--- src/rtl/program_loader_pkg.sv ---
// Shared types and constants for the program loader.
package program_loader_pkg;

  typedef enum logic [2:0] {
    ST_IDLE,
    ST_LEN,
    ST_DATA,
    ST_CHK,
    ST_DONE,
    ST_ERR
  } state_t;

  // Bytes in the LEN header; also the number of bytes per program word.
  localparam int unsigned FRAME_LEN_BYTES = 4;
  localparam int unsigned LANE_W          = $clog2(FRAME_LEN_BYTES);

endpackage

--- src/rtl/program_loader_if.sv ---
// Byte stream in and memory write port out of the program loader.
interface program_loader_if;

  logic        s_valid;
  logic [7:0]  s_data;
  logic        s_ready;
  logic        wr_en;
  logic [63:0] wr_addr;
  logic [31:0] wr_data;

  // Host / boot source side: drives bytes, observes the write port.
  modport master (
    output s_valid, s_data,
    input  s_ready, wr_en, wr_addr, wr_data
  );

  // Loader side.
  modport slave (
    input  s_valid, s_data,
    output s_ready, wr_en, wr_addr, wr_data
  );

endinterface

--- src/rtl/program_loader_byte_packer.sv ---
// Packs bytes MSB-first into 32-bit words; flags the byte that completes a word.
module byte_packer
  import program_loader_pkg::*;
(
  input  logic        clk,
  input  logic        rst,
  input  logic        clear,
  input  logic        in_valid,
  input  logic [7:0]  in_data,
  output logic [31:0] word,
  output logic        word_valid
);

  logic [23:0]       held;
  logic [LANE_W-1:0] lane;

  // The completing byte is combined directly so the word is usable in the same cycle.
  assign word       = {held, in_data};
  assign word_valid = in_valid && (lane == LANE_W'(FRAME_LEN_BYTES - 1));

  // Shift in accepted bytes and track the lane; lane wraps 3->0 on each completed word.
  always_ff @(posedge clk or posedge rst) begin
    if (rst) begin
      held <= '0;
      lane <= '0;
    end else if (clear) begin
      held <= '0;
      lane <= '0;
    end else if (in_valid) begin
      held <= {held[15:0], in_data};
      lane <= lane + LANE_W'(1);
    end
  end

endmodule

--- src/rtl/program_loader.sv ---
// Receives a framed program image as a byte stream and writes it to
// instruction memory as 32-bit words, holding the core while loading.
module program_loader
  import program_loader_pkg::*;
#(
  parameter logic [63:0] BASE_ADDR = 64'h0,
  parameter int unsigned MAX_WORDS = 2047,
  parameter int unsigned CNT_W     = 32
) (
  input  logic             clk,
  input  logic             rst,
  input  logic             start,
  program_loader_if.slave  bus,
  output logic             busy,
  output logic             done,
  output logic             error
);

  state_t           state;
  logic [CNT_W-1:0] n_words;
  logic [CNT_W-1:0] idx;
  logic [7:0]       csum;

  logic             xfer;
  logic             pk_clear;
  logic             pk_valid;
  logic [31:0]      pk_word;

  // busy is registered and true exactly in LEN/DATA/CHK, so it doubles as ready.
  assign bus.s_ready = busy;
  assign xfer        = bus.s_valid && busy;
  assign pk_clear    = start && !busy;

  // The packer assembles both the LEN header and the payload words.
  byte_packer u_packer (
    .clk        (clk),
    .rst        (rst),
    .clear      (pk_clear),
    .in_valid   (xfer && (state == ST_LEN || state == ST_DATA)),
    .in_data    (bus.s_data),
    .word       (pk_word),
    .word_valid (pk_valid)
  );

  // Load sequencing, counters, checksum and registered outputs.
  always_ff @(posedge clk or posedge rst) begin
    if (rst) begin
      state       <= ST_IDLE;
      n_words     <= '0;
      idx         <= '0;
      csum        <= '0;
      busy        <= 1'b0;
      done        <= 1'b0;
      error       <= 1'b0;
      bus.wr_en   <= 1'b0;
      bus.wr_addr <= '0;
      bus.wr_data <= '0;
    end else begin
      bus.wr_en <= 1'b0;
      case (state)
        ST_IDLE, ST_DONE, ST_ERR: begin
          if (start) begin
            state   <= ST_LEN;
            busy    <= 1'b1;
            done    <= 1'b0;
            error   <= 1'b0;
            csum    <= '0;
            idx     <= '0;
            n_words <= '0;
          end else begin
            state <= ST_IDLE;
          end
        end
        ST_LEN: begin
          if (xfer) begin
            csum <= csum ^ bus.s_data;
            if (pk_valid) begin
              n_words <= CNT_W'(pk_word);
              if (pk_word > 32'(MAX_WORDS)) begin
                state <= ST_ERR;
                busy  <= 1'b0;
                error <= 1'b1;
              end else if (pk_word == '0) begin
                state <= ST_CHK;
              end else begin
                state <= ST_DATA;
              end
            end
          end
        end
        ST_DATA: begin
          if (xfer) begin
            csum <= csum ^ bus.s_data;
            if (pk_valid) begin
              bus.wr_en   <= 1'b1;
              bus.wr_addr <= BASE_ADDR + 64'({idx, 2'b00});
              bus.wr_data <= pk_word;
              idx         <= idx + CNT_W'(1);
              if ((idx + CNT_W'(1)) == n_words) begin
                state <= ST_CHK;
              end
            end
          end
        end
        ST_CHK: begin
          if (xfer) begin
            busy <= 1'b0;
            if (bus.s_data == csum) begin
              state <= ST_DONE;
              done  <= 1'b1;
            end else begin
              state <= ST_ERR;
              error <= 1'b1;
            end
          end
        end
        default: begin
          state <= ST_IDLE;
          busy  <= 1'b0;
        end
      endcase
    end
  end

endmodule

--- src/flat_wrapper.sv ---
// flat-port wrapper written by rule: the top's interface ports become plain ports
module program_loader_flat import program_loader_pkg::*;
#(
  parameter logic [63:0] BASE_ADDR = 64'h0,
  parameter int unsigned MAX_WORDS = 2047,
  parameter int unsigned CNT_W     = 32
)
  (clk, rst, start, busy, done, error, bus_s_valid, bus_s_data, bus_s_ready, bus_wr_en, bus_wr_addr, bus_wr_data);
  program_loader_if bus_i ();
  input  logic clk;
  input  logic rst;
  input  logic start;
  output logic busy;
  output logic done;
  output logic error;
  input wire logic [$bits(bus_i.s_valid)-1:0] bus_s_valid;
  input wire logic [$bits(bus_i.s_data)-1:0] bus_s_data;
  output wire logic [$bits(bus_i.s_ready)-1:0] bus_s_ready;
  output wire logic [$bits(bus_i.wr_en)-1:0] bus_wr_en;
  output wire logic [$bits(bus_i.wr_addr)-1:0] bus_wr_addr;
  output wire logic [$bits(bus_i.wr_data)-1:0] bus_wr_data;
  assign bus_i.s_valid = bus_s_valid;
  assign bus_i.s_data = bus_s_data;
  assign bus_s_ready = bus_i.s_ready;
  assign bus_wr_en = bus_i.wr_en;
  assign bus_wr_addr = bus_i.wr_addr;
  assign bus_wr_data = bus_i.wr_data;
  program_loader #(.BASE_ADDR(BASE_ADDR), .MAX_WORDS(MAX_WORDS), .CNT_W(CNT_W)) u_core (.clk(clk), .rst(rst), .start(start), .bus(bus_i), .busy(busy), .done(done), .error(error));
endmodule
--- config.mk ---
export PLATFORM = sky130hd
export DESIGN_NAME = program_loader_flat
export DESIGN_NICKNAME = d
export VERILOG_FILES = /design/src/rtl/program_loader_pkg.sv /design/src/rtl/program_loader_if.sv /design/src/rtl/program_loader_byte_packer.sv /design/src/rtl/program_loader.sv /design/src/flat_wrapper.sv
export SDC_FILE = /design/constraint.sdc
export NUM_CORES = 1
export LEC_CHECK = 0
export BUFFER_PORTS_ARGS = -buffer_cell sky130_fd_sc_hd__buf_2
export CAP_MARGIN = 20
export CORE_MARGIN = 2
export CORE_UTILIZATION = 60
export CTS_CLUSTER_SIZE = 8
export DETAILED_ROUTE_END_ITERATION = 12
export GPL_ROUTABILITY_DRIVEN = 0
export PLACE_DENSITY = 0.82
export SYNTH_ARGS = -nofsm -noshare
export SYNTH_HDL_FRONTEND = slang
export SYNTH_HIERARCHICAL = 1
export SYNTH_SLANG_ARGS = --single-unit
--- constraint.sdc ---
create_clock -name clk -period 6.85 [get_ports clk]
set_input_delay 0.3425 -clock clk [delete_from_list [all_inputs] [get_ports clk]]
set_output_delay 0.3425 -clock clk [all_outputs]
set_load 0.02 [all_outputs]
== After elaboration in Yosys (flattened, before gate mapping) ==
Cells that the tools add are included.
Storage, ports and cells
  flip-flop bits (word level): 169
  output and inout bits: 101
  logic and storage cells: 104
  input port bits: 12
Cells by class
  reduce and logical (&&, ||, !) cells: 24
  add/subtract/negate cells: 2
  order comparisons: 1
  equal/unequal tests: 19
  bitwise logic cells: 2
  mux-type cells: 44
Operators with widths (count)
  32-bit 2-to-1 mux: 5
  32-bit case mux with 2 select lines: 2
  24-bit 2-to-1 mux: 2
  32-bit by 1-bit adder with 32-bit output, second input constant: 1
  32-bit == test: 1
  32-bit by 11-bit greater-than comparator with 1-bit output, second input constant: 1
  32-bit zero test: 1
  3-bit 2-to-1 mux: 7
  1-bit 2-to-1 mux: 19
  8-bit 2-to-1 mux: 2
  8-bit case mux with 2 select lines: 1
  2-bit by 1-bit != test with 1-bit output, second input constant: 7
  3-bit case mux with 4 select lines: 1
  4-bit AND reduction: 3
  6-bit AND reduction: 2
  2-bit nonzero test: 5
  8-bit == test: 1
  2-bit != test, second input constant: 4
  8-bit bitwise XOR: 1
  7-bit AND reduction: 1
  3-bit by 2-bit == test with 1-bit output, second input constant: 2
  3-bit == test, second input constant: 2
  3-bit AND reduction: 2
  1-bit logical AND: 4
  other kinds (14): 15

== Depth between registers and ports, before layout ==
  depth in word-level cells: 7
  depth in mapped cells: 15
  mapped depth without buffers: 11

== By module ==
Netlist, hierarchy kept.
Modules (own cells, without submodules)
  program_loader: times used 1, cells an instance 918, sequential area each 3578.4 sq um, area each 7815.0 sq um
  byte_packer: times used 1, cells an instance 95, sequential area each 650.6 sq um, area each 1158.6 sq um

== Least setup slack after synthesis ==
No wires, ideal clock.
  path kind: reg2reg
  start: register u_core.busy, in the netlist u_core/bus.s_ready
  end: register u_core.bus.wr_addr[16]
  stages on the path, launching flop included: 16
  arrival time: 3.200 ns
  setup time: 0.065 ns
  clock period less this slack: 3.265 ns
  required time: 6.785 ns
  path slack: 3.585 ns
  buffers on the path: 6
  cell sequence: dfrtp_1 -> nand2_1 -> or3_1 -> clkbuf_1 -> clkinv_1 -> buf_6 -> buf_12 -> and2_1 -> nand3_1 -> or2_2 -> clkbuf_1 -> inv_2 -> clkbuf_1 -> buf_1 -> nand2_1 -> nand2_1
On the way
  longest elaborated chain between the ends: 4
RTL lines
  from (decl): line program_loader.sv:14  | output logic busy,
  from (signal assigned): line program_loader.sv:52  | busy <= 1'b0;
  from (signal assigned): line program_loader.sv:64  | busy <= 1'b1;
  from (signal assigned): line program_loader.sv:81  | busy <= 1'b0;
  1-bit logical AND: line program_loader.sv:31  | assign xfer = bus.s_valid && busy;
  1-bit logical AND: line program_loader.sv:39  | .in_valid (xfer && (state == ST_LEN || state == ST_DATA)),
  1-bit logical AND: line program_loader_byte_packer.sv:19  | assign word_valid = in_valid && (lane == LANE_W'(FRAME_LEN_BYTES - 1));
  via u_core.pk_valid: line program_loader.sv:26  | logic pk_valid;
  3-bit AND reduction (no line)
  to (signal assigned): line program_loader.sv:96  | bus.wr_addr <= BASE_ADDR + 64'({idx, 2'b00});
  to (decl): line program_loader_if.sv:20  | output s_ready, wr_en, wr_addr, wr_data
The timed path passes the listed nets, and every way through them passes these cells.
A chain may end at the register's enable or synchronous reset.

== Worst setup path in the final report ==
  start: register u_core.idx[0]
  end: register u_core.state[0]
On the way
  longest elaborated chain between the ends: 4
RTL lines
  from (decl): line program_loader.sv:21  | logic [CNT_W-1:0] idx;
  from (signal assigned): line program_loader.sv:98  | idx <= idx + CNT_W'(1);
  32-bit by 1-bit adder with 32-bit output: line program_loader.sv:99  | if ((idx + CNT_W'(1)) == n_words) begin
  32-bit == test: line program_loader.sv:99
  2-bit != test (no line)
  6-bit AND reduction (no line)
  to (signal assigned): line program_loader.sv:100  | state <= ST_CHK;
  to (signal assigned): line program_loader.sv:109  | state <= ST_DONE;
  to (signal assigned): line program_loader.sv:112  | state <= ST_ERR;
  to (decl): line program_loader.sv:19  | state_t state;
Every way passes these cells.

==> results.md <==
* Hold crit path type: input port to register
* Avg Cell Area, Syn at 8.86 µm²
* Yosys cell types at 68
* Placed Instances at 1213
* Via count at 7373
* Gate Count Post-Synth at 1013
* Slew headroom at 22.9%
* Period utilization at 49.0%
* Worst-Skew Late Latency at 0.43 ns
* Area grow syn2layout at 7.85%
* Power per cell area at 315 nW/µm²
* Die H at 126 µm
* Number of DRC markers in iteration 0 at 887
* GRT Total Usage at 27.2%
* Ratio of cells with drive above 1 in the final layout at 13.6%
* Critical path class: register to register
* Initial Utilization at 61.5%
* RSZ-0062 raised after global routing: no
* Post-CTS setup buffers at 0
* Hold Slack at 0.213 ns
* # diodes at 0
* Clock-pin slew on the worst setup and hold paths at 0.07 ns
* Ys async rst share at 100%
* Iteration count of the initial detailed-routing pass at 6
* Cts hold-fix bufs at 0
* HPWL after detailed placement at 14300 µm
* CTS Buffer Depth at 2
* Die X at 126 µm
* Global route total overflow at 0
* Setup tns final at 0 ns
* Outcome: complete, no violations
* Setup violations, final at 0
* DR vias/cell at 5.91
* Post-synthesis sequential area ratio at 47.1%
* Initial antenna violation count at 0
* Non-filler cells, final at 1247
* Clk root buf: clkbuf_16
* Cell Area, Synth at 8970 µm²
* Final slew viol count at 0
* CTS tree: done
* Final hold vios at 0
* Minimum clock period at 3.36 ns
* Synth Register Bits at 169
* # rows at 44
* Critical Path Fanout Max at 11
* Vias in the first global route at 6768
* Cts repair resizes at 0
* Post-Route WL at 21600 µm
* Ys flop type: dfrtp_1
* First-pass GRT wire length at 34800 µm
* YS warnings at 6
* Arr. time, crit path at 3.70 ns
* Data required, critical path at 7.19 ns
* # clock sinks at 169
* Most frequent cells in the layout: nand2_1, dfrtp_1, buf_2, nor2_1, o21ai_0
* CTS Buf Count at 17
* Final Net Count at 1064
* Post-route ant nets at 0
* Max_cap viols at 0
* EDFF count, synth at 0
* Commonest non-fill, non-tap cell in the layout: nand2_1
* Worst-margin pin slew at 1.15 ns
* Largest net degree at the start of global routing at 105
* Core area at 14600 µm²
* I/O pin cnt at 113
* Wire length per cell at 17.3 µm
* Drt drc at 0
* Total power at 3.05 mW
* CP Capture Type: register
* Clk_skew at 0.00707 ns
* Port bufs at 80
* H-Tree Depth at 4
* Lkg Pwr at 4.90 nW
* CP startpoint kind: register
* Die ar. at 16000 µm²
* Fmax at 0.298 GHz
* Peak supply drop at 0.206 mV
==> power by group <==
group	leakage, nW	internal, mW	switching (mW)
clock	0.279	0.541	0.410
combinational	2.32	0.283	0.385
sequential	2.30	1.18	0.243
==> per-layer routing <==
| layer | GRT usage (%) | wire length [µm] | up-vias |
|---|---|---|---|
| met3 | 5.61 | 1910 | 50 |
| met2 | 40.2 | 9820 | 396 |
| li1 | - | - | 3440 |
| met4 | 11.8 | 549 | 0 |
| met5 | 0 | 0 | - |
| met1 | 39.3 | 9280 | 3487 |
==> final cells by class <==
| type | instances | area (µm²) |
|---|---|---|
| fillers | 1190 | 4910 |
| flip-flops and latches | 169 | 4230 |
| multi-input cells | 758 | 4080 |
| repair buffers | 91 | 505 |
| clock buffers | 19 | 433 |
| well taps | 184 | 230 |
| clock inverters | 13 | 143 |
| inverters | 13 | 53.8 |
==> cell usage after synthesis (3+ instances only) <==
master | n | area share, %
nand2_1 | 289 | 12
dfrtp_1 | 169 | 47
nor2_1 | 65 | 2.7
o21ai_0 | 63 | 3.5
nand3_1 | 50 | 2.8
buf_4 | 43 | 3.6
xnor2_1 | 39 | 3.8
clkbuf_1 | 36 | 1.5
mux2i_1 | 25 | 2.8
a21oi_1 | 23 | 1.3
nor4_1 | 19 | 1.3
o31ai_1 | 18 | 1.5
xor2_1 | 14 | 1.4
nor3_1 | 12 | 0.67
inv_1 | 11 | 0.46
nand4_1 | 10 | 0.70
or3_1 | 9 | 0.63
clkbuf_8 | 7 | 1.1
and2_1 | 6 | 0.42
buf_1 | 6 | 0.25
o41ai_1 | 6 | 0.59
and4_1 | 5 | 0.49
buf_2 | 5 | 0.28
o21a_1 | 5 | 0.42
a21o_1 | 4 | 0.33
and3_1 | 4 | 0.28
nor2b_1 | 4 | 0.28
or2_2 | 4 | 0.28
a31oi_1 | 3 | 0.21
and4_2 | 3 | 0.33
nand4_4 | 3 | 0.71
nor3b_1 | 3 | 0.25
==> path summary, 6_finish.rpt <==
check                      depth (start not counted)                  endpoint              startpoint  slack, ns
setup reg to reg                                   8           u_core/state[0]           u_core/idx[0]       3.49
hold reg to reg                                    2    u_core/bus.wr_addr[22]  u_core/bus.wr_addr[22]       0.47
max in group asynchronous                          4        u_core/n_words[14]                     rst       4.92
hold / removal                                     3     u_core/bus.wr_data[0]           bus_s_data[0]       0.21
setup / recovery                                   8           u_core/state[0]           u_core/idx[0]       3.49
min in group asynchronous                          3  u_core/u_packer/held[16]                     rst       0.44
==> worst max-delay path: stages, from the launching register on <==
cell	delay, ns
dfrtp_1	0.48
ha_1	0.30
nand3_1	0.24
or4_4	0.65
or4b_2	0.73
xnor2_1	0.15
nor4_1	0.34
nand4b_1	0.18
o31ai_2	0.20
==> stage by stage <==
| stage | instance area [µm²] | utilization (%) | setup slack, ns |
|---|---|---|---|
| floorplan | 9090 | - | 2.67 |
| global placement | 9060 | 62.1 | 3.66 |
| detailed placement | 9060 | 62.1 | 3.53 |
| CTS | 9640 | 66.1 | 3.52 |
| global route | 9680 | 66.3 | 3.31 |
| finish | 9680 | 66.3 | 3.49 |
==> sequential cells by signal, summed over array words and instances, names as in the netlist <==
name                  flops
u_core/bus.s_ready        1
u_core/bus.wr_addr       32
u_core/bus.wr_data       32
u_core/bus.wr_en          1
u_core/csum               8
u_core/done               1
u_core/error              1
u_core/idx               32
u_core/n_words           32
u_core/state              3
u_core/u_packer/held     24
u_core/u_packer/lane      2
==> kinds of logic after synthesis <==
kind of cell	count (synthesis)	share of synthesized area [%]
buf+inv	117	8.73
fa+ha+maj	2	0.279
compound gates	140	9.62
mux	25	2.79
simple gates	505	26.1
flops	169	47.1
other cells	1	0.0418
xor+xnor	54	5.35
No activity file was read; power rests on OpenSTA's default activity.
